==> config.mk <==
export PLATFORM = sky130hd
export DESIGN_NAME = multicycle_ctrl
export DESIGN_NICKNAME = d
export VERILOG_FILES = /design/src/rtl/npc_ctrl_pkg.sv /design/src/rtl/ctrl_decode.sv /design/src/rtl/multicycle_ctrl.sv
export SDC_FILE = /design/constraint.sdc
export NUM_CORES = 1
export LEC_CHECK = 0
export CAP_MARGIN = 20
export CORE_ASPECT_RATIO = 1.25
export CORE_MARGIN = 8
export CORE_UTILIZATION = 43
export DETAILED_ROUTE_END_ITERATION = 8
export HOLD_SLACK_MARGIN = 0.03
export PLACE_DENSITY = 0.79
export SLEW_MARGIN = 5
export SYNTH_ARGS = -nofsm -noshare
export SYNTH_HDL_FRONTEND = slang
export SYNTH_SLANG_ARGS = --single-unit
==> constraint.sdc <==
create_clock -name clk -period 2.1 [get_ports clk]
set_input_delay 0.42 -clock clk [delete_from_list [all_inputs] [get_ports clk]]
set_output_delay 0.42 -clock clk [all_outputs]
set_load 0.02 [all_outputs]
==> src/rtl/npc_ctrl_pkg.sv <==
`default_nettype none
// +------------------------------------------------------------------+
// | npc_ctrl_pkg: shared types/encodings for the NPC multicycle ctrl  |
// | Rev 1.0                                                           |
// +------------------------------------------------------------------+
package npc_ctrl_pkg;

  typedef enum logic [2:0] {
    ST_IDLE   = 3'd0,
    ST_FETCH  = 3'd1,
    ST_DECODE = 3'd2,
    ST_EXEC   = 3'd3,
    ST_MEM    = 3'd4,
    ST_WB     = 3'd5,
    ST_HALT   = 3'd6
  } state_t;

  typedef enum logic [3:0] {
    CL_NONE   = 4'd0,
    CL_LUI    = 4'd1,
    CL_AUIPC  = 4'd2,
    CL_JAL    = 4'd3,
    CL_JALR   = 4'd4,
    CL_BRANCH = 4'd5,
    CL_LOAD   = 4'd6,
    CL_STORE  = 4'd7,
    CL_OPIMM  = 4'd8,
    CL_OP     = 4'd9
  } iclass_t;

  localparam logic [6:0] C_OPC_LUI    = 7'b0110111;
  localparam logic [6:0] C_OPC_AUIPC  = 7'b0010111;
  localparam logic [6:0] C_OPC_JAL    = 7'b1101111;
  localparam logic [6:0] C_OPC_JALR   = 7'b1100111;
  localparam logic [6:0] C_OPC_BRANCH = 7'b1100011;
  localparam logic [6:0] C_OPC_LOAD   = 7'b0000011;
  localparam logic [6:0] C_OPC_STORE  = 7'b0100011;
  localparam logic [6:0] C_OPC_OPIMM  = 7'b0010011;
  localparam logic [6:0] C_OPC_OP     = 7'b0110011;

  localparam logic [31:0] C_INSTR_EBREAK = 32'h0010_0073;

  // Immediate format codes, shared with the immediate generator
  localparam logic [2:0] C_EXT_I = 3'b000;
  localparam logic [2:0] C_EXT_U = 3'b001;
  localparam logic [2:0] C_EXT_S = 3'b010;
  localparam logic [2:0] C_EXT_B = 3'b011;
  localparam logic [2:0] C_EXT_J = 3'b100;

  localparam logic [1:0] C_WB_ALU  = 2'b00;
  localparam logic [1:0] C_WB_LOAD = 2'b01;
  localparam logic [1:0] C_WB_PC4  = 2'b10;

  localparam logic [1:0] C_PC_PLUS4  = 2'b00;
  localparam logic [1:0] C_PC_REL    = 2'b01;
  localparam logic [1:0] C_PC_JALR   = 2'b10;

  function automatic logic is_mem_class(input iclass_t cls);
    return (cls == CL_LOAD) || (cls == CL_STORE);
  endfunction

endpackage
`default_nettype wire

==> src/rtl/ctrl_decode.sv <==
`default_nettype none
// +------------------------------------------------------------------+
// | ctrl_decode: combinational IR -> class, ExtOp, illegal, ebreak    |
// | Rev 1.0                                                           |
// +------------------------------------------------------------------+
module ctrl_decode
  import npc_ctrl_pkg::*;
(
  input  logic [31:0] i_ir,
  output iclass_t     o_class,
  output logic [2:0]  o_ext_op,
  output logic        o_illegal,
  output logic        o_is_ebreak
);

  iclass_t    w_class;
  logic [2:0] w_ext_op;
  logic       w_is_ebreak;

  always_comb begin
    w_class  = CL_NONE;
    w_ext_op = C_EXT_I;
    unique case (i_ir[6:0])
      C_OPC_LUI:    begin w_class = CL_LUI;    w_ext_op = C_EXT_U; end
      C_OPC_AUIPC:  begin w_class = CL_AUIPC;  w_ext_op = C_EXT_U; end
      C_OPC_JAL:    begin w_class = CL_JAL;    w_ext_op = C_EXT_J; end
      C_OPC_JALR:   begin w_class = CL_JALR;   w_ext_op = C_EXT_I; end
      C_OPC_BRANCH: begin w_class = CL_BRANCH; w_ext_op = C_EXT_B; end
      C_OPC_LOAD:   begin w_class = CL_LOAD;   w_ext_op = C_EXT_I; end
      C_OPC_STORE:  begin w_class = CL_STORE;  w_ext_op = C_EXT_S; end
      C_OPC_OPIMM:  begin w_class = CL_OPIMM;  w_ext_op = C_EXT_I; end
      C_OPC_OP:     begin w_class = CL_OP;     w_ext_op = C_EXT_I; end
      default:      begin w_class = CL_NONE;   w_ext_op = C_EXT_I; end
    endcase
  end

  // ebreak shares the SYSTEM opcode with instructions we reject
  assign w_is_ebreak = (i_ir == C_INSTR_EBREAK);

  assign o_class     = w_class;
  assign o_ext_op    = w_ext_op;
  assign o_is_ebreak = w_is_ebreak;
  assign o_illegal   = (w_class == CL_NONE) && !w_is_ebreak;

endmodule
`default_nettype wire

==> src/rtl/multicycle_ctrl.sv <==
`default_nettype none
// +------------------------------------------------------------------+
// | multicycle_ctrl: RV32I multicycle control FSM with IR register    |
// | Rev 1.0                                                           |
// +------------------------------------------------------------------+
module multicycle_ctrl
  import npc_ctrl_pkg::*;
#(
  parameter int DATA_WIDTH = 32
) (
  input  logic                  clk,
  input  logic                  rst_n,
  input  logic [DATA_WIDTH-1:0] Instr,
  output logic                  IFetchReq,
  input  logic                  IFetchAck,
  output logic [DATA_WIDTH-1:0] IR,
  output logic [2:0]            ExtOp,
  output logic                  DMemReq,
  output logic                  DMemWe,
  input  logic                  DMemAck,
  input  logic                  BranchTaken,
  output logic                  RegWrite,
  output logic [1:0]            WbSel,
  output logic                  PCWrite,
  output logic [1:0]            PCSel,
  output logic                  Illegal,
  output logic                  Halted
);

  state_t                r_state;
  state_t                w_next;
  logic [DATA_WIDTH-1:0] r_ir;
  iclass_t               r_class;
  logic                  r_illegal;

  iclass_t               w_dec_class;
  logic [2:0]            w_dec_ext_op;
  logic                  w_dec_illegal;
  logic                  w_dec_ebreak;

  ctrl_decode u_decode (
    .i_ir        (r_ir[31:0]),
    .o_class     (w_dec_class),
    .o_ext_op    (w_dec_ext_op),
    .o_illegal   (w_dec_illegal),
    .o_is_ebreak (w_dec_ebreak)
  );

  always_ff @(posedge clk or negedge rst_n) begin
    if (!rst_n) begin
      r_state <= ST_IDLE;
    end else begin
      r_state <= w_next;
    end
  end

  // IR only moves on the fetch ack, so ExtOp is stable until retire
  always_ff @(posedge clk or negedge rst_n) begin
    if (!rst_n) begin
      r_ir      <= '0;
      r_class   <= CL_NONE;
      r_illegal <= 1'b0;
    end else begin
      if (r_state == ST_FETCH && IFetchAck) begin
        r_ir <= Instr;
      end
      if (r_state == ST_DECODE) begin
        r_class <= w_dec_class;
        if (w_dec_illegal) begin
          r_illegal <= 1'b1;
        end
      end
    end
  end

  always_comb begin
    w_next    = r_state;
    IFetchReq = 1'b0;
    DMemReq   = 1'b0;
    DMemWe    = 1'b0;
    RegWrite  = 1'b0;
    PCWrite   = 1'b0;
    WbSel     = C_WB_ALU;
    PCSel     = C_PC_PLUS4;
    unique case (r_state)
      ST_IDLE: begin
        w_next = ST_FETCH;
      end
      ST_FETCH: begin
        IFetchReq = 1'b1;
        if (IFetchAck) begin
          w_next = ST_DECODE;
        end
      end
      ST_DECODE: begin
        if (w_dec_ebreak || w_dec_illegal) begin
          w_next = ST_HALT;
        end else begin
          w_next = ST_EXEC;
        end
      end
      ST_EXEC: begin
        if (is_mem_class(r_class)) begin
          w_next = ST_MEM;
        end else if (r_class == CL_BRANCH) begin
          PCWrite = 1'b1;
          PCSel   = BranchTaken ? C_PC_REL : C_PC_PLUS4;
          w_next  = ST_FETCH;
        end else begin
          w_next = ST_WB;
        end
      end
      ST_MEM: begin
        DMemReq = 1'b1;
        DMemWe  = (r_class == CL_STORE);
        if (DMemAck) begin
          if (r_class == CL_STORE) begin
            PCWrite = 1'b1;
            PCSel   = C_PC_PLUS4;
            w_next  = ST_FETCH;
          end else begin
            w_next = ST_WB;
          end
        end
      end
      ST_WB: begin
        RegWrite = 1'b1;
        PCWrite  = 1'b1;
        w_next   = ST_FETCH;
        unique case (r_class)
          CL_LOAD: WbSel = C_WB_LOAD;
          CL_JAL:  begin WbSel = C_WB_PC4; PCSel = C_PC_REL;  end
          CL_JALR: begin WbSel = C_WB_PC4; PCSel = C_PC_JALR; end
          default: begin WbSel = C_WB_ALU; PCSel = C_PC_PLUS4; end
        endcase
      end
      ST_HALT: begin
        w_next = ST_HALT;
      end
      default: begin
        w_next = ST_IDLE;
      end
    endcase
  end

  assign IR      = r_ir;
  assign ExtOp   = w_dec_ext_op;
  assign Illegal = r_illegal;
  assign Halted  = (r_state == ST_HALT);

endmodule
`default_nettype wire

==> summary.txt <==
RD Place Congestion: 0.784
Grt total ovfl: 0
Post-synth top cells: 40 x dfrtp_1, 29 x mux2_4, 11 x nand2_1
Largest net degree at the start of global routing: 41
Worst min path class: in -> async
Fin nets: 306
Row cnt: 28
VDD IR max: 0.000889 V
Cell area after synthesis: 2110 um2
Ys async rst share: 1.00
Max Cap Viol: 0
Area Overhead vs Synth: 49.7%
Setup CP Type: reg -> out
Main synth FF type: dfrtp_1
DRT Pass-1 Iters: 4
Clk slew on worst S/H paths: 70 ps
CTS Hold Bufs: 0
Skew final: 8.61 ps
Status: finished, final reports clean
Adder-Cell Fraction of Synth Area: 0
Power Dens Cells: 1540 nW/um2
Largest area contributor in the netlist: dfrtp_1
Placed cell count: 322
Crit path cell chain: buf_4 > and4b_1 > and2_1 > clkdlybuf4s15_1
Drt via density: 5.12
Post-synth EDFFs: 0
Die area: 7410 um2
Antenna violations before repair: 0
Multiplexer area fraction after synthesis: 0.223
CTS Buf Count: 5
Post-synthesis sequential area ratio: 0.475
Drt wl/cell: 16.8 um
Initial DRC count: 57
Largest family of logic cells by synthesized area: multiplexers
Clock period minus worst slack: 2010 ps
R2R setup slack: 330 ps
Required time of the critical path: 1680 ps
Final setup TNS: 0 ps
Vias: 1689
Root buffer cell: clkbuf_8
Most frequent cell after synthesis: dfrtp_1
Fillers: 377
Max_slew headroom: 0.419
Crit path max-delay family: buffers and inverters
Worst-Skew Late Latency: 280 ps
CTS Sinks: 40
Routed WL: 5550 um
RSZ-0062 raised after global routing: false
First-pass GRT wire length: 8760 um
Post-Syn Nets: 203
Post-CTS resize count: 23
Total GRT Usage: 0.148
Fin util: 0.667
Setup crit end: DMemWe
Top post-synthesis cells by area: dfrtp_1 48%, mux2_4 21%, buf_12 2.9%
Compound-Gate Fraction of Synth Area: 0.0736
Worst setup path startpoint: r_class[3]$_DFFE_PN0N_
I/O Buffers: 82
Layout Cells excl Fill: 330
Layout cells sized above 1: 0.278
Die Wd: 78.6 um
I/O pin total: 83
Post-synth cell types: 47
Htree depth: 2
Setup crit end kind: output port
Fmax: 497 MHz
Slew Limit Fails: 0
HPWL Detailed: 4390 um
CP Launch Type: flop
Peak per-stage delay on the critical path: 420 ps
Syn avg cell area: 12.7 um2
Number of global-route vias before repair: 1825
Antenna Nets Post-Route: 0
CP Data Arrival Time: 1590 ps
Worst path bufs/invs: 2
Worst-path maximum fanout: 4
Final Hold Vio Count: 0
Post-Syn Instances: 166
LEAKAGE: 1.36 nW
R2R Path End: IR[21]$_DFFE_PN0P_
Die Y: 94.3 um
Setup bufs post-CTS: 0
Ant diodes: 0
Tot Pwr: 4.87 mW
Top cell type's share of synthesized area: 0.475
Synth Area in Simple Gates: 0.172
Placeable Area: 4730 um2
Crit Reg-Reg Startpoint: r_state[2]$_DFFE_PN0P_
CTS tree: yes
Clock buffer depth: 2
Final setup fails: 0
Reg2Reg Depth: 6
Seq cells post-synth: 40
Tcrit/Tclk final: 0.959
Residual DRC count: 0
Synth warnings: 0
Worst-Margin Slew: 871 ps
Critical Path Stages: 4
Xor/xnor share of the synthesized area: 0
Slowest library cell on the worst path: dfrtp_1
Initial Util: 0.446
placed cells by master, fill, tap and decap left out, drive strengths merged, types with 2 or more instances in the layout:
cell and n:
or2 2, mux2 32, nand2 11, clkbuf 9
dfrtp 40, clkdlybuf4s50 69, o21ai 4, nand3b 2
nand2b 6, clkdlybuf4s15 3, nor2 8, and2 4
and4b 2, nor4b 2, nor4 5, buf 27
nor2b 3, nor3 4, inv 2, dlygate4sd2 5
a21oi 7, o31ai 3, nand3 2
sequential cells by signal (all words and copies together), names as in the netlist:
register  count
IR           32
r_class       4
r_state       3
Illegal       1
worst min path at each step:
stage / end / startpoint / cells after the start / slack (ps)
detailed placement: IR[12]$_DFFE_PN0P_ / IR[12]$_DFFE_PN0P_ / 1 / 520
global route: IR[2]$_DFFE_PN0P_ / rst_n / 1 / 320
floorplan: IR[0]$_DFFE_PN0P_ / rst_n / 0 / 120
CTS: r_state[1]$_DFFE_PN0P_ / rst_n / 1 / 270
finish: IR[2]$_DFFE_PN0P_ / rst_n / 1 / 250
global placement: IR[14]$_DFFE_PN0P_ / IR[14]$_DFFE_PN0P_ / 1 / 520
per-layer routing:
layer	track usage	routed length (um)	up-vias
li1	-	-	805
met1	0.149	2160	826
met2	0.280	2980	53
met3	0.0517	366	5
met4	0.0372	42	0
met5	0	0	-
area by class of cell:
| class | instances | area (um2) | area share |
|---|---|---|---|
| Multi-Input combinational cell | 115 | 1010 | 0.319 |
| Tap cell | 60 | 75.1 | 0.0238 |
| Sequential cell | 40 | 1000 | 0.317 |
| Timing Repair Buffer | 105 | 975 | 0.309 |
| Clock buffer | 8 | 90.1 | 0.0286 |
| Inverter | 2 | 7.51 | 0.00238 |
metrics by stage:
stage               hold slack (ps)  setup WS (ps)  instance area [um2]
floorplan                       124            241                 2110
global placement                522           -124                 3070
detailed placement              522           -142                 3070
CTS                             274         -0.778                 3170
global route                    324           5.69                 3150
finish                          249           86.8                 3150
power by group:
group | internal [mW] | switching [mW]
Sequential | 1.15 | 0.313
Clock | 0.268 | 0.244
Combinational | 1.60 | 1.30
cells by family (layout without fill, tap and decap cells):
kind of cell	count (synthesis)	count (layout)
simple gates	60	60
flops	40	40
mux	32	32
compound gates	23	23
buf+inv	11	115
Power figures use the tool's default switching activity.
